==> config.mk <==
export PLATFORM = sky130hd
export DESIGN_NAME = muldiv_unit_flat
export DESIGN_NICKNAME = d
export VERILOG_FILES = /design/src/rtl/muldiv_pkg.sv /design/src/rtl/muldiv_if.sv /design/src/rtl/muldiv_abs.sv /design/src/rtl/muldiv_unit.sv /design/src/flat_wrapper.sv
export SDC_FILE = /design/constraint.sdc
export NUM_CORES = 1
export LEC_CHECK = 0
export CAP_MARGIN = 5
export CORE_MARGIN = 4
export CORE_UTILIZATION = 32
export DETAILED_ROUTE_END_ITERATION = 16
export SYNTH_ARGS = -nofsm -noshare
export SYNTH_HDL_FRONTEND = slang
export SYNTH_HIERARCHICAL = 1
export SYNTH_SLANG_ARGS = --single-unit
==> constraint.sdc <==
create_clock -name clk -period 3.3 [get_ports clk]
set_clock_uncertainty 0.1 [all_clocks]
set_input_delay 0.66 -clock clk [delete_from_list [all_inputs] [get_ports clk]]
set_output_delay 0.66 -clock clk [all_outputs]
set_load 0.005 [all_outputs]
==> src/rtl/muldiv_pkg.sv <==
// muldiv_pkg: shared types and constants for the iterative multiply/divide unit.
//   state_e   : FSM encoding (IDLE, CALC, FIX)
//   OP_MUL/OP_DIV : encoding of the op_div request bit
//   DEF_WIDTH : default operand / HI / LO width
package muldiv_pkg;

   localparam int   DEF_WIDTH = 32;
   localparam logic OP_MUL    = 1'b0;
   localparam logic OP_DIV    = 1'b1;

   typedef enum logic [1:0] {
      IDLE = 2'd0,
      CALC = 2'd1,
      FIX  = 2'd2
   } state_e;

endpackage

==> src/rtl/muldiv_if.sv <==
// muldiv_if: request/result bundle between the control datapath and muldiv_unit.
//   master : start, op_div, op_signed, src_a, src_b driven; busy, done, div_zero, hi, lo observed
//   slave  : the opposite direction, used by muldiv_unit
// Optional macro MULDIV_MTHILO_EN adds hi_we, lo_we, wdata (MTHI/MTLO writes).
interface muldiv_if import muldiv_pkg::*; #(
   parameter int WIDTH = DEF_WIDTH
);
   logic             start;
   logic             op_div;
   logic             op_signed;
   logic [WIDTH-1:0] src_a;
   logic [WIDTH-1:0] src_b;
   logic             busy;
   logic             done;
   logic             div_zero;
   logic [WIDTH-1:0] hi;
   logic [WIDTH-1:0] lo;
`ifdef MULDIV_MTHILO_EN
   logic             hi_we;
   logic             lo_we;
   logic [WIDTH-1:0] wdata;

   modport master (output start, op_div, op_signed, src_a, src_b, hi_we, lo_we, wdata,
                   input  busy, done, div_zero, hi, lo);
   modport slave  (input  start, op_div, op_signed, src_a, src_b, hi_we, lo_we, wdata,
                   output busy, done, div_zero, hi, lo);
`else
   modport master (output start, op_div, op_signed, src_a, src_b,
                   input  busy, done, div_zero, hi, lo);
   modport slave  (input  start, op_div, op_signed, src_a, src_b,
                   output busy, done, div_zero, hi, lo);
`endif

endinterface

==> src/rtl/muldiv_abs.sv <==
// muldiv_abs: conditional two's-complement negate (combinational).
//   neg  : 1 = output -din, 0 = pass din through
//   din  : WIDTH-bit input
//   dout : WIDTH-bit result (most-negative input maps to itself, which read
//          unsigned is exactly its magnitude)
module muldiv_abs #(
   parameter int WIDTH = 32
) (
   input  logic             neg,
   input  logic [WIDTH-1:0] din,
   output logic [WIDTH-1:0] dout
);

   assign dout = neg ? (~din + {{(WIDTH-1){1'b0}}, 1'b1}) : din;

endmodule

==> src/rtl/muldiv_unit.sv <==
// muldiv_unit: iterative multiply/divide with HI/LO result registers.
//   clk   : rising-edge clock
//   reset : asynchronous, active-low
//   bus   : muldiv_if.slave -- start/op_div/op_signed/src_a/src_b in,
//           busy/done/div_zero/hi/lo out
// Multiply is radix-2 shift-add, divide is restoring shift-subtract, both on
// operand magnitudes with one iteration per cycle; signs are applied in FIX.
// Optional macro MULDIV_MTHILO_EN enables direct HI/LO writes while idle.
module muldiv_unit import muldiv_pkg::*; #(
   parameter int WIDTH = DEF_WIDTH
) (
   input  logic     clk,
   input  logic     reset,
   muldiv_if.slave  bus
);

   localparam int CNT_W = $clog2(WIDTH+1);
   localparam int W2    = 2*WIDTH;

   state_e             state, state_n;
   logic [CNT_W-1:0]   cnt, cnt_n;
   logic               op_r, op_n;
   logic               sgn_a, sgn_a_n;
   logic               sgn_b, sgn_b_n;
   logic               dz_pend, dz_pend_n;
   logic [WIDTH-1:0]   mcand, mcand_n;
   // mul: {partial product, multiplier}; div: {remainder, dividend/quotient}
   logic [W2-1:0]      acc, acc_n;
   logic               busy_r, busy_n;
   logic               done_r, done_n;
   logic               dz_r, dz_n;
   logic [WIDTH-1:0]   hi_r, hi_n;
   logic [WIDTH-1:0]   lo_r, lo_n;

   logic [WIDTH-1:0]   mag_a, mag_b;
   logic [WIDTH-1:0]   acc_hi, acc_lo;
   logic [WIDTH:0]     mul_sum;
   logic [W2-1:0]      mul_next;
   logic [WIDTH:0]     div_sh, div_diff;
   logic               div_ge;
   logic [W2-1:0]      div_next;
   logic [W2-1:0]      prod_fix;
   logic [WIDTH-1:0]   quo_fix, rem_fix;

   assign acc_hi = acc[W2-1:WIDTH];
   assign acc_lo = acc[WIDTH-1:0];

   // operand magnitudes
   muldiv_abs #(.WIDTH(WIDTH)) u_abs_a (
      .neg (bus.op_signed & bus.src_a[WIDTH-1]),
      .din (bus.src_a),
      .dout(mag_a)
   );
   muldiv_abs #(.WIDTH(WIDTH)) u_abs_b (
      .neg (bus.op_signed & bus.src_b[WIDTH-1]),
      .din (bus.src_b),
      .dout(mag_b)
   );

   // multiply step: add multiplicand if LSB of multiplier set, shift right
   assign mul_sum  = {1'b0, acc_hi} + (acc[0] ? {1'b0, mcand} : '0);
   assign mul_next = {mul_sum, acc_lo[WIDTH-1:1]};

   // divide step: shift next dividend bit into remainder, trial subtract.
   // Remainder stays below the divisor, so div_sh < 2*divisor and a
   // non-negative difference always has MSB clear: the MSB is the borrow.
   assign div_sh   = {acc_hi, acc_lo[WIDTH-1]};
   assign div_diff = div_sh - {1'b0, mcand};
   assign div_ge   = ~div_diff[WIDTH];
   assign div_next = {(div_ge ? div_diff[WIDTH-1:0] : div_sh[WIDTH-1:0]),
                      acc_lo[WIDTH-2:0], div_ge};

   // sign correction
   muldiv_abs #(.WIDTH(W2)) u_fix_prod (
      .neg (sgn_a ^ sgn_b),
      .din (acc),
      .dout(prod_fix)
   );
   muldiv_abs #(.WIDTH(WIDTH)) u_fix_quo (
      .neg (sgn_a ^ sgn_b),
      .din (acc_lo),
      .dout(quo_fix)
   );
   muldiv_abs #(.WIDTH(WIDTH)) u_fix_rem (
      .neg (sgn_a),
      .din (acc_hi),
      .dout(rem_fix)
   );

   always_comb begin
      state_n   = state;
      cnt_n     = cnt;
      op_n      = op_r;
      sgn_a_n   = sgn_a;
      sgn_b_n   = sgn_b;
      dz_pend_n = dz_pend;
      mcand_n   = mcand;
      acc_n     = acc;
      busy_n    = busy_r;
      done_n    = 1'b0;
      dz_n      = 1'b0;
      hi_n      = hi_r;
      lo_n      = lo_r;
      case (state)
         IDLE: begin
            if (bus.start) begin
               op_n      = bus.op_div;
               sgn_a_n   = bus.op_signed & bus.src_a[WIDTH-1];
               sgn_b_n   = bus.op_signed & bus.src_b[WIDTH-1];
               mcand_n   = mag_b;
               acc_n     = {{WIDTH{1'b0}}, mag_a};
               cnt_n     = CNT_W'(WIDTH);
               busy_n    = 1'b1;
               dz_pend_n = (bus.op_div == OP_DIV) && (bus.src_b == '0);
               state_n   = dz_pend_n ? FIX : CALC;
            end
`ifdef MULDIV_MTHILO_EN
            else begin
               if (bus.hi_we) hi_n = bus.wdata;
               if (bus.lo_we) lo_n = bus.wdata;
            end
`endif
         end
         CALC: begin
            acc_n = (op_r == OP_DIV) ? div_next : mul_next;
            cnt_n = cnt - 1'b1;
            if (cnt == CNT_W'(1)) state_n = FIX;
         end
         FIX: begin
            busy_n  = 1'b0;
            done_n  = 1'b1;
            state_n = IDLE;
            if (dz_pend) begin
               dz_n = 1'b1;
            end else if (op_r == OP_DIV) begin
               hi_n = rem_fix;
               lo_n = quo_fix;
            end else begin
               {hi_n, lo_n} = prod_fix;
            end
         end
         default: state_n = IDLE;
      endcase
   end

   always_ff @(posedge clk or negedge reset) begin
      if (!reset) begin
         state   <= IDLE;
         cnt     <= '0;
         op_r    <= 1'b0;
         sgn_a   <= 1'b0;
         sgn_b   <= 1'b0;
         dz_pend <= 1'b0;
         mcand   <= '0;
         acc     <= '0;
         busy_r  <= 1'b0;
         done_r  <= 1'b0;
         dz_r    <= 1'b0;
         hi_r    <= '0;
         lo_r    <= '0;
      end else begin
         state   <= state_n;
         cnt     <= cnt_n;
         op_r    <= op_n;
         sgn_a   <= sgn_a_n;
         sgn_b   <= sgn_b_n;
         dz_pend <= dz_pend_n;
         mcand   <= mcand_n;
         acc     <= acc_n;
         busy_r  <= busy_n;
         done_r  <= done_n;
         dz_r    <= dz_n;
         hi_r    <= hi_n;
         lo_r    <= lo_n;
      end
   end

   assign bus.busy     = busy_r;
   assign bus.done     = done_r;
   assign bus.div_zero = dz_r;
   assign bus.hi       = hi_r;
   assign bus.lo       = lo_r;

endmodule

==> src/flat_wrapper.sv <==
// flat-port wrapper written by rule: the top's interface ports become plain ports
module muldiv_unit_flat import muldiv_pkg::*;
#(
   parameter int WIDTH = DEF_WIDTH
)
  (clk, reset, bus_start, bus_op_div, bus_op_signed, bus_src_a, bus_src_b, bus_busy, bus_done, bus_div_zero, bus_hi, bus_lo);
  muldiv_if #(.WIDTH(WIDTH)) bus_i ();
  input  logic clk;
  input  logic reset;
  input wire logic [$bits(bus_i.start)-1:0] bus_start;
  input wire logic [$bits(bus_i.op_div)-1:0] bus_op_div;
  input wire logic [$bits(bus_i.op_signed)-1:0] bus_op_signed;
  input wire logic [$bits(bus_i.src_a)-1:0] bus_src_a;
  input wire logic [$bits(bus_i.src_b)-1:0] bus_src_b;
  output wire logic [$bits(bus_i.busy)-1:0] bus_busy;
  output wire logic [$bits(bus_i.done)-1:0] bus_done;
  output wire logic [$bits(bus_i.div_zero)-1:0] bus_div_zero;
  output wire logic [$bits(bus_i.hi)-1:0] bus_hi;
  output wire logic [$bits(bus_i.lo)-1:0] bus_lo;
  assign bus_i.start = bus_start;
  assign bus_i.op_div = bus_op_div;
  assign bus_i.op_signed = bus_op_signed;
  assign bus_i.src_a = bus_src_a;
  assign bus_i.src_b = bus_src_b;
  assign bus_busy = bus_i.busy;
  assign bus_done = bus_i.done;
  assign bus_div_zero = bus_i.div_zero;
  assign bus_hi = bus_i.hi;
  assign bus_lo = bus_i.lo;
  muldiv_unit #(.WIDTH(WIDTH)) u_core (.clk(clk), .reset(reset), .bus(bus_i));
endmodule
### Yosys cells after proc, flatten, opt, wreduce, memory -nomap -nowiden

Cells that the tools add are included.

| word-level totals | value |
|---|---|
| flip-flop bits (word level) | 175 |
| output and inout port bits | 67 |

| cells by class | value |
|---|---|
| add/sub/neg operators | 8 |
| equality and inequality tests | 5 |
| mux-type cells | 23 |
| bitwise gates (word level) | 10 |
| reductions and logical operators | 10 |

Operators by type and width:

| cell | count |
|---|---|
| $mux W32 | 8 |
| $mux W64 | 3 |
| $add A32 B1 Y32 const B | 4 |
| $not A32 Y32 | 4 |
| $pmux W64 S2 | 1 |
| $add A64 B1 Y64 const B | 1 |
| $not A64 Y64 | 1 |
| $add A32 B33 Y33 | 1 |
| $sub A33 B32 Y33 | 1 |
| $logic_not A32 Y1 | 1 |
| $pmux W6 S2 | 1 |
| $reduce_and A2 Y1 | 5 |
| $eq A6 B1 Y1 const B | 1 |
| $mux W2 | 3 |
| $mux W6 | 1 |
| $sub A6 B1 Y6 const B | 1 |
| $mux W1 | 4 |
| $pmux W2 S2 | 1 |
| $reduce_bool A2 Y1 | 2 |
| $and A1 B1 Y1 | 2 |
| $eq A2 B1 Y1 const B | 1 |
| $eq A2 B2 Y1 const B | 1 |
| $logic_not A2 Y1 | 1 |
| $ne A2 B1 Y1 const B | 1 |
| 5 further kinds | 6 |

### Longest topological paths before layout

| depth | value |
|---|---|
| depth after elaboration | 5 |
| gate-level depth with buffers | 14 |
| depth with buffers taken out | 13 |

### Cells and area by module

The synthesis kept the hierarchy.

By module, submodules not included:

| module | instances | cells each | area an instance (µm²) |
|---|---|---|---|
| muldiv_unit | 1 | 1,370 | 11,912.7 |
| muldiv_abs (u_core.u_abs_a ...) | 4 | 99 | 777.0 |
| muldiv_abs (u_core.u_fix_prod) | 1 | 206 | 1,649.1 |

### Worst setup path before layout

No wires, ideal clock.

| timing | value |
|---|---|
| path type | reg2reg |
| start | reg u_core.acc[0] |
| end | reg u_core.acc[61] |
| arrival time | 3,327 ps |
| slack | -222 ps |
| cell stages (with the launch flop) | 15 |
| path buffers | 1 |
| cells stage by stage | dfrtp_1 > clkbuf_1 > and2_1 > ha_1 > inv_1 > fa_1 > nand2b_1 > a21oi_1 > a211oi_2 > o211ai_1 > a31oi_1 > a211oi_1 > mux2i_1 > o2111ai_1 > o31ai_1 |

| between the ends | value |
|---|---|
| cells in the longest elaborated chain, start to end | 4 |

Ends and longest elaborated chain:

| what | line | source |
|---|---|---|
| from (decl) | muldiv_unit.sv:28 | `logic [W2-1:0] acc, acc_n;` |
| from (signal assigned) | muldiv_unit.sv:169 | `acc <= acc_n;` |
| $mux W32 | muldiv_unit.sv:61 | `assign mul_sum = {1'b0, acc_hi} + (acc[0] ? {1'b0, mcand} : '0);` |
| $add A32 B33 Y33 | muldiv_unit.sv:61 |  |
| $mux W64 | muldiv_unit.sv:125 | `acc_n = (op_r == OP_DIV) ? div_next : mul_next;` |
| $pmux W64 S2 | muldiv_unit.sv:104 | `case (state)` |

Every way passes these cells.
A chain may end at the register's enable or synchronous reset.

### Final worst setup path

| timing | value |
|---|---|
| start | reg u_core.acc[0] |
| end | reg u_core.acc[60] |

The elaborated chain is that of the path after synthesis.

==> results.py <==
metrics = {
    "final_layout": {
        "numnets_final": 2300,
        "post-route-cell-area_um2": 20600,
        "ratio_of_cells_with_drive_above_1_in_the_final_layout": 0.146,
        "multi_input_area_um2": 11800,
        "num-fill-cells": 5161,
        "insertedDiodeCount": 0,
        "seqCellArea_um2": 4390,
        "layout.core_utilization": 0.400,
        "area_delta_synth_final_pct": 23.4,
        "post_layout_nonfiller_instances": 2851,
    },
    "clocking": {
        "ctsRootBufferMaster": "clkbuf_16",
        "cts_buffers": 17,
        "clock_sink_count": 175,
        "tritoncts": "done",
        "worstSkewPairLatency_ps": 470,
        "ctsLongestPathBuffers": 2,
        "htreeDepth": 4,
        "clk_transition_reported_paths_ps": 80,
    },
    "timing": {
        "worstMarginPinSlew_ps": 823,
        "drv_slew": 0,
        "fmax_mhz": 309,
        "hold_violations": 0,
        "finalHoldWorstSlack_ps": 109,
        "min_period_ps": 3230,
        "slew_headroom": 0.451,
        "final_min_period_over_clock_period": 0.980,
        "finalSetupViolations": 0,
    },
    "synth": {
        "synthArstFlopShare": 1.00,
        "synth_most_common_cell": "xnor2_1",
        "synth_cell_count_leaders": "xnor2_1 (211), nand2_1 (194), dfrtp_1 (175), o21ai_0 (143), a21oi_1 (134)",
        "yosysTopAreaCell": "dfrtp_1",
        "synth.distinct_cells": 94,
        "fraction_of_synthesized_cell_area_taken_by_the_top_area_cell_type": 0.263,
        "postSynth.topFlopCell": "dfrtp_1",
        "synth.ff_latch_count": 175,
        "synthesis.yosys.warnings": 6,
        "synth.yosys.seq_area_share": 0.263,
        "syn-instance-count": 1972,
        "post_synth_main_area_contributors": "dfrtp_1 (26%), xnor2_1 (11%), ha_1 (5.3%)",
        "syn-num-nets": 2114,
        "number_of_flops_mapped_to_enable_cells_by_yosys": 0,
        "synthesis.area_per_instance_um2": 8.45,
        "syn_area_um2": 16700,
    },
    "floorplan": {
        "chipHeight_um": 236,
        "core.rowCount": 83,
        "num_io_pins": 136,
        "floorplan.core_area_um2": 51400,
        "fp.dieArea_um2": 55800,
        "die-width_um": 236,
        "starting_utilization_of_the_core_area": 0.324,
    },
    "worst_setup_path": {
        "cp_data_arrival_time_ps": 3510,
        "worstReg2RegStart": "u_core/acc[0]",
        "critPathLaunchType": "flip-flop",
        "worstRegToRegCells": 12,
        "reg2reg_setup_slack_ps": 70,
        "critical_path_peak_fanout": 10,
        "r2r_end": "u_core/acc[60]",
        "worst_setup_path_end_kind": "flip-flop",
        "path_class": "flip-flop to flip-flop",
        "critPathRequiredTime_ps": 3570,
    },
    "grt": {
        "grt_max_degree": 69,
        "first_global_vias": 15200,
        "grt_pass1_wl_mm": 86.9,
        "grt_antenna_before_repair": 0,
        "track_usage": 0.192,
        "grt_overflow_total": 0,
    },
    "pwr": {
        "p_leak_nw": 8.28,
        "power.density_cell_area_nw_per_um2": 1080,
        "p_comb_frac": 0.716,
        "totalPowerFinal_mw": 22.1,
        "p_sw_mw": 10.7,
        "power_report.internal_total_mw": 11.4,
        "p_seq_frac": 0.185,
        "max-vdd-ir-drop_uv": 499,
        "power.share.switching": 0.485,
        "pwr-share-clk": 0.098,
    },
    "drt": {
        "detail_route.vias_per_cell": 5.58,
        "detailedRoute.firstIterationViolations": 1565,
        "vias": 15900,
        "first_pass_detailed_route_iteration_total": 5,
        "finalWirelength_mm": 55.7,
        "number_of_nets_still_failing_antenna_checks_after_routing": 0,
        "drt_drc_violations_left": 0,
        "wire_per_inst_um": 19.5,
    },
    "place": {
        "gpl_wtd_cong": 0.893,
        "place_hpwl_mm": 42.6,
        "numPlacedInstances": 2809,
        "port-buffer-count": 135,
        "place_area_um2": 19600,
    },
    "status": {
        "status": "complete, no violations",
    },
    "worst_hold_path": {
        "min_path_type": "input port to async pin",
    },
    "run": {
        "drv.max_cap_violation_count": 0,
    },
}
[what timing repair did]
action                     4_1_cts  5_1_grt
setup endpoints to repair        3       21
resized for setup                7       52
buffers inserted                 4        7
pin swaps                        2       23
hold buffers                     0        0
[cells in the final DEF, fill, tap and decap left out, types with 23 or more instances in the layout]
master and count:
a21o_1 28, a21oi_1 127, a221oi_1 31, and2_1 37, buf_4 129, clkdlybuf4s50_1 134
dfrtp_1 172, ha_1 54, inv_1 94, mux2i_1 86, nand2_1 194, nand2b_1 23
nand3_1 29, nand4_1 24, nor2_1 107, nor3_1 24, o211a_1 30, o21ai_0 138
o22ai_1 30, o31ai_1 57, o41ai_1 28, xnor2_1 211
[flip-flops by register name, summed over array words and instances (netlist names)]
name / flops
u_core/acc: 64
u_core/bus.busy: 1
u_core/bus.div_zero: 1
u_core/bus.done: 1
u_core/bus.hi: 32
u_core/bus.lo: 32
u_core/cnt: 6
u_core/dz_pend: 1
u_core/mcand: 32
u_core/op_r: 1
u_core/sgn_a: 1
u_core/sgn_b: 1
u_core/state: 2
[layer usage]
metal	wire [um]	track usage
met1	26700	0.285
met2	24300	0.290
met3	3520	0.0274
met4	1200	0.0561
met5	0	0
[power groups by stage]
| stage | registers (mW) | logic (mW) | clock network [mW] |
|---|---|---|---|
| 2_1_floorplan | 4.31 | 9.90 | 0 |
| 4_1_cts | 4.07 | 15.4 | 2.25 |
| 5_1_grt | 4.23 | 17.3 | 2.33 |
| 6_report | 4.10 | 15.9 | 2.18 |
| 3_3_place_gp | 4.09 | 15.1 | 0 |
| 3_5_place_dp | 4.12 | 15.2 | 0 |
[worst max-delay path by stage]
stage                    start              to  slack, ps  depth (start not counted)
2_1_floorplan    u_core/acc[0]  u_core/acc[61]         60                         14
3_3_place_gp     u_core/acc[0]  u_core/acc[61]         -8                         13
3_5_place_dp     u_core/acc[0]  u_core/acc[61]        -80                         13
4_1_cts          u_core/acc[0]  u_core/acc[56]        -10                         14
5_1_grt        u_core/mcand[0]  u_core/acc[60]        -20                         12
6_report         u_core/acc[0]  u_core/acc[60]         70                         12
[kinds of logic after synthesis]
group                    share of synthesized area
AND/OR/NAND/NOR                              0.196
flip-flops                                   0.263
XOR/XNOR                                     0.123
multiplexers                                0.0537
buffers and inverters                       0.0484
AO/OA/AOI/OAI                                0.261
adder cells (fa/ha/maj)                     0.0557
[per-stage QoR]
| stage | worst slack (ps) | TNS (ps) |
|---|---|---|
| after floorplan | 58.5 | 0 |
| after global placement | -7.63 | -7.63 |
| after detailed placement | -75.3 | -104 |
| after CTS | -11.9 | -11.9 |
| after global routing | -24.2 | -35.4 |
| final | 67.2 | 0 |
[critical path, cell delays in order, from the launching register on]
cell and delay, ps:
dfrtp_2 450, buf_12 150, and2_1 130, ha_2 390, o21ai_0 140, o21ai_1 250, a21oi_2 120, a21oi_2 210
a41oi_4 170, o311ai_2 300, nor2_1 100, or4_1 500, o211ai_1 120
[final cells by class]
| cell class | instances | area share |
|---|---|---|
| timing repair buffer | 275 | 0.123 |
| clock inverter | 14 | 0.00882 |
| multi-input combinational | 1593 | 0.575 |
| sequential | 175 | 0.213 |
| tap | 680 | 0.0414 |
| inverter | 96 | 0.0175 |
| clock buffer | 18 | 0.0209 |
No activity file was read; power rests on OpenSTA's default activity.
